**src/rtl/stack_bank.sv**
```systemverilog
// Bank of STACKS independent LIFO stacks with peek/push/pop/replace, flush,
// occupancy status and one-cycle overflow/underflow/dout_valid pulses.
module stack_bank #(
   parameter int WIDTH  = 32,
   parameter int DEPTH  = 16,
   parameter int STACKS = 4,
   localparam int SEL_W = (STACKS > 1) ? $clog2(STACKS) : 1,
   localparam int CNT_W = $clog2(DEPTH + 1)
) (
   input  logic             clock,
   input  logic             reset,
   input  logic             req,
   input  logic [1:0]       op,
   input  logic [SEL_W-1:0] sel,
   input  logic [WIDTH-1:0] din,
   input  logic             flush,
   output logic [WIDTH-1:0] dout,
   output logic             dout_valid,
   output logic             overflow,
   output logic             underflow,
   output logic [CNT_W-1:0] count,
   output logic             full,
   output logic             empty
);

   localparam int ADDR_W = (DEPTH > 1) ? $clog2(DEPTH) : 1;

   localparam logic [1:0] OP_PEEK    = 2'b00;
   localparam logic [1:0] OP_PUSH    = 2'b01;
   localparam logic [1:0] OP_POP     = 2'b10;
   localparam logic [1:0] OP_REPLACE = 2'b11;

   logic [CNT_W-1:0]  sp  [STACKS];
   logic [WIDTH-1:0]  mem [STACKS][DEPTH];

   logic              sel_ok;
   logic [CNT_W-1:0]  cur_sp;
   logic              cur_full, cur_empty;
   logic [ADDR_W-1:0] top_idx, wr_idx, wr_addr;
   logic              do_op, is_push;
   logic              push_ok, push_rej, rd_ok, rd_rej, pop_ok, wr_en;

   // req is sampled on every edge with no backpressure; dout_valid, overflow
   // and underflow report the outcome of the op sampled at the previous edge.
   always_comb begin
      sel_ok    = 32'(sel) < STACKS;
      cur_sp    = sel_ok ? sp[sel] : '0;
      cur_full  = sel_ok && (cur_sp == CNT_W'(DEPTH));
      cur_empty = (cur_sp == '0);
      top_idx   = ADDR_W'(cur_sp - CNT_W'(1));
      wr_idx    = ADDR_W'(cur_sp);

      do_op    = req && !flush && sel_ok;
      is_push  = (op == OP_PUSH);
      push_ok  = do_op && is_push && !cur_full;
      push_rej = do_op && is_push && cur_full;
      rd_ok    = do_op && !is_push && !cur_empty;
      rd_rej   = do_op && !is_push && cur_empty;
      pop_ok   = rd_ok && (op == OP_POP);
      wr_en    = push_ok || (rd_ok && (op == OP_REPLACE));
      wr_addr  = push_ok ? wr_idx : top_idx;
   end

   assign count = cur_sp;
   assign full  = cur_full;
   assign empty = cur_empty;

   always_ff @(posedge clock or posedge reset) begin
      if (reset) begin
         for (int s = 0; s < STACKS; s++) sp[s] <= '0;
         dout       <= '0;
         dout_valid <= 1'b0;
         overflow   <= 1'b0;
         underflow  <= 1'b0;
      end else begin
         for (int s = 0; s < STACKS; s++) begin
            if (sel_ok && (sel == SEL_W'(s))) begin
               if (flush)        sp[s] <= '0;
               else if (push_ok) sp[s] <= sp[s] + CNT_W'(1);
               else if (pop_ok)  sp[s] <= sp[s] - CNT_W'(1);
            end
         end
         dout_valid <= rd_ok;
         overflow   <= push_rej;
         underflow  <= rd_rej;
         // Peek, pop and replace all return the pre-op top entry.
         if (rd_ok) dout <= mem[sel][top_idx];
      end
   end

   // Storage is deliberately left unreset; the pointer guards keep stale
   // entries from ever being returned.
   always_ff @(posedge clock) begin
      if (wr_en) mem[sel][wr_addr] <= din;
   end

   logic unused_peek_code;
   assign unused_peek_code = (OP_PEEK == 2'b00);

endmodule

```
**config.mk**
```make
export PLATFORM = sky130hd
export DESIGN_NAME = stack_bank
export DESIGN_NICKNAME = d
export VERILOG_FILES = /design/src/rtl/stack_bank.sv
export SDC_FILE = /design/constraint.sdc
export NUM_CORES = 2
export LEC_CHECK = 0
export CAP_MARGIN = 20
export CORE_ASPECT_RATIO = 1.5
export CORE_UTILIZATION = 60
export CTS_BUF_LIST = sky130_fd_sc_hd__clkbuf_4 sky130_fd_sc_hd__clkbuf_8
export DETAILED_ROUTE_END_ITERATION = 8
export PLACE_DENSITY = 0.87
export SLEW_MARGIN = 20
export SYNTH_ARGS = -nofsm -noshare
export SYNTH_HDL_FRONTEND = slang
export SYNTH_SLANG_ARGS = --single-unit
```
**constraint.sdc**
```tcl
create_clock -name clock -period 9.15 [get_ports clock]
set_clock_uncertainty 0.1 [all_clocks]
set_input_delay 0.915 -clock clock [delete_from_list [all_inputs] [get_ports clock]]
set_output_delay 0.915 -clock clock [all_outputs]
set_load 0.02 [all_outputs]
```
==> impl_metrics.csv <==
group,metric,value,unit
setup_path,critical-path-max-stage-delay,1.10,ns
global_routing,grt.met1_usage,0.411,
cts,cts_setup_buffers,0,
power,p_clk_frac,0.322,
power,power_leakage,0.0282,uW
setup_path,worstPathRequired,9.69,ns
cts,insertion_delay,1.06,ns
power,vdd.ir_drop.worst,0.308,mV
drt,drc,12,
power,intPower,16200,uW
logic_synthesis,synth_area_leader_cell,"edfxtp_1",
status,outcome,"finished, violations left",
floorplanning,num_rows,164,
cells_and_area,seqCellArea,62900,um2
setup_path,crit_chain,"buf_8, mux4_2, inv_8, ha_1, clkinv_1, nor4b_4, nor2_2, inv_2, a41oi_4, nor3_2, buf_4",
status,violations,"DRC",
floorplanning,num_io_pins,82,
drt,wirelength,242000,um
floorplanning,start_util,0.606,
sta,slew_viol_final,0,
sta,hold_slack,0.343,ns
cells_and_area,area_growth,11.7,%
sta,maxSlewHeadroom,0.198,
flow_run,drv_cap,0,
setup_path,arrival,7.77,ns
global_routing,met2_usage,0.567,
logic_synthesis,ys_ff_latch,2103,
cts,cts_root_buf,"clkbuf_8",
global_routing,grt_max_degree,142,
drt,drt_iter0_markers,7886,
placement,io_buffers,81,
cts,cts_tree,"yes",
placement,dpl.hpwl,132000,um
drt,postRouteAntennaNets,0,
sta,setup_viol,0,
global_routing,grt_util_met3,0.131,
logic_synthesis,synth-edff-count,2048,
hold_path,min_path_cells,1,
logic_synthesis,synth.distinct_cells,62,
sta,fin_crit_sh,0.790,
floorplanning,die_area,136000,um2
cts,ctsResizeCount,0,
power,power_density,255,nW/um2
cts,clk_pin_slew,0.07,ns
setup_path,r2r_cells,10,
placement,gp_congestion,0.887,
power,p_seq_frac,0.476,
hold_path,hp-class,"in -> reg",
drt,viasPerCell,7.57,
global_routing,grt_overflow,0,
sta,worst_pin_slew,1.20,ns
logic_synthesis,synth_nets,3363,
setup_path,crit_fanout,70,
cts,cts_buffers,303,
sta,max_freq,138,MHz
cells_and_area,drive_gt1_frac,0.356,
cells_and_area,nets,3679,
placement,pre_cts_slack,1.45,ns
global_routing,antenna_found_initial,39,
logic_synthesis,synth-seq-area-share,0.778,
cts,numClockSinks,2103,
placement,place_area,84200,um2
sta,timing.final.hold_violations,0,
sta,layout_setup_ws,1.92,ns
logic_synthesis,synthCells,3302,
cts,hold_buffers,1,
power,p_sw,6890,uW
power,switching_share,0.299,
power,p_comb_frac,0.202,
drt,num_vias,42370,
setup_path,worstSetupEndpointType,"register",
sta,rsz0062_at_grt,"no",
global_routing,grt_pass1_vias,42928,
global_routing,grt_usage,0.364,
logic_synthesis,syn-mean-instance-area,24.5,um2
cells_and_area,multiInputGateArea,17500,um2
logic_synthesis,synth_area_leaders,"edfxtp_1, mux4_2, dfrtp_1",
setup_path,slowest_stage,"nor3_2",
global_routing,top_usage_layer,"met2",
logic_synthesis,synth_top_area_share,0.761,
logic_synthesis,synthArstFlopShare,0.0262,
logic_synthesis,syn_area,80800,um2
logic_synthesis,synth_ff_type,"edfxtp_1",
sta,fin_crit,7.23,ns
floorplanning,die_w,302,um
logic_synthesis,ys_warn_count,0,
cts,h-tree-depth,5,
sta,setup_tns,0,ns
cells_and_area,design_area,90200,um2
cells_and_area,fillerInstances,7074,
cts,cts.path.max_buffers,4,
drt,wire_per_inst,43.2,um
floorplanning,core_area,133000,um2
setup_path,crit_type,"in -> reg",
setup_path,critPathLaunchType,"input pin",
drt,drt_pass1_iterations,9,
global_routing,grt_first_pass_wirelength,335000,um
floorplanning,die_y,451,um
-- state kept, by name (all words and copies together), names as in the netlist --
register and flops:
dout 32, sp 20, mem 2048, dout_valid 1, underflow 1, overflow 1
-- synth_stat cells (all sizes together) (2+ instances only) --
master and n:
mux4 645, a22oi 64, a211oi 4, o21ai 3
clkinv 2, a21oi 10, nor2 49, nand2 6
or4 2, xnor2 10, or3 4, buf 61
inv 9, fa 4, nand3 7, nor3 68
ha 17, o31ai 4, a311o 3, dfrtp 55
a21o 5, mux2i 4, nand2b 3, nor2b 9
edfxtp 2048, a31oi 34, clkbuf 128, mux2 16
a2111oi 2, and2 5, nor4 2
-- cells by family (layout without fill, tap and decap cells) --
logic type | after synthesis | in the layout | synth area share
adder cells (fa/ha/maj) | 21 | 21 | 0.00362
buffers and inverters | 200 | 731 | 0.0102
other | 0 | 22 | 0
multiplexers | 665 | 665 | 0.183
AO/OA/AOI/OAI | 137 | 137 | 0.0129
AND/OR/NAND/NOR | 166 | 166 | 0.0112
flip-flops | 2103 | 2103 | 0.778
XOR/XNOR | 10 | 10 | 0.00127
-- cells in the final DEF (no fill, tap or decap), drive strengths merged, types with 5 or more instances in the layout --
cell / count
edfxtp: 2048
mux4: 645
clkbuf: 419
buf: 151
clkinv: 85
nor3: 68
a22oi: 64
dfrtp: 55
nor2: 49
clkdlybuf4s50: 47
a31oi: 34
diode: 22
ha: 17
mux2: 16
clkinvlp: 11
a21oi: 10
xnor2: 10
inv: 10
nor2b: 9
nand3: 7
bufinv: 7
nand2: 6
and2: 5
a21o: 5
-- metrics by stage --
step | util | cells | total power (uW)
finish | 0.676 | 5598 | 23000
global route | 0.676 | 5580 | 23400
CTS | 0.675 | 5575 | 22700
detailed placement | 0.632 | 5054 | 15400
global placement | 0.632 | 5054 | 15100
floorplan | - | 3302 | 13400
-- worst max-delay path, delay by kind of cell --
kind,cells,cell delay [ns]
multiplexers,1,0.61
buffers and inverters,5,2.60
AO/OA/AOI/OAI,1,0.51
adder cells (fa/ha/maj),1,0.66
AND/OR/NAND/NOR,3,2.23
-- cell type report --
cell class / count / share of cell area
flip-flops and latches: 2103 / 0.697
multi-input cells: 999 / 0.194
clock buffers: 418 / 0.0575
well taps: 1743 / 0.0242
repair buffers: 200 / 0.0187
clock inverters: 102 / 0.00710
diodes: 22 / 0.000610
inverters: 11 / 0.000541
-- layer usage --
metal | routed length [um] | vias to the layer above
met5 | 421 | -
met3 | 35200 | 1382
li1 | - | 15029
met1 | 66400 | 21183
met2 | 116000 | 4744
met4 | 23900 | 32
-- power by group through the flow --
stage	combinational, uW	clock, uW	sequential, uW
floorplan	2260	0	11100
global placement	3940	0	11100
detailed placement	4220	0	11100
CTS	4350	7410	10900
global route	4640	7780	10900
finish	4660	7420	11000
-- worst paths after layout --
kind | from | endpoint | slack [ns]
worst max-delay path | sel[1] | mem[2][282]$_DFFE_PP_ | 1.92
worst min-delay path | din[20] | mem[2][180]$_DFFE_PP_ | 0.34
worst max register to register | sp[5]$_DFFE_PP0P_ | mem[2][282]$_DFFE_PP_ | 1.94
worst min register to register | dout[2]$_DFFE_PP0P_ | dout[2]$_DFFE_PP0P_ | 0.48
max in group asynchronous | reset | sp[2]$_DFFE_PP0P_ | 7.01
min in group asynchronous | reset | dout[27]$_DFFE_PP0P_ | 0.60
(Power assumes the default switching activity.)
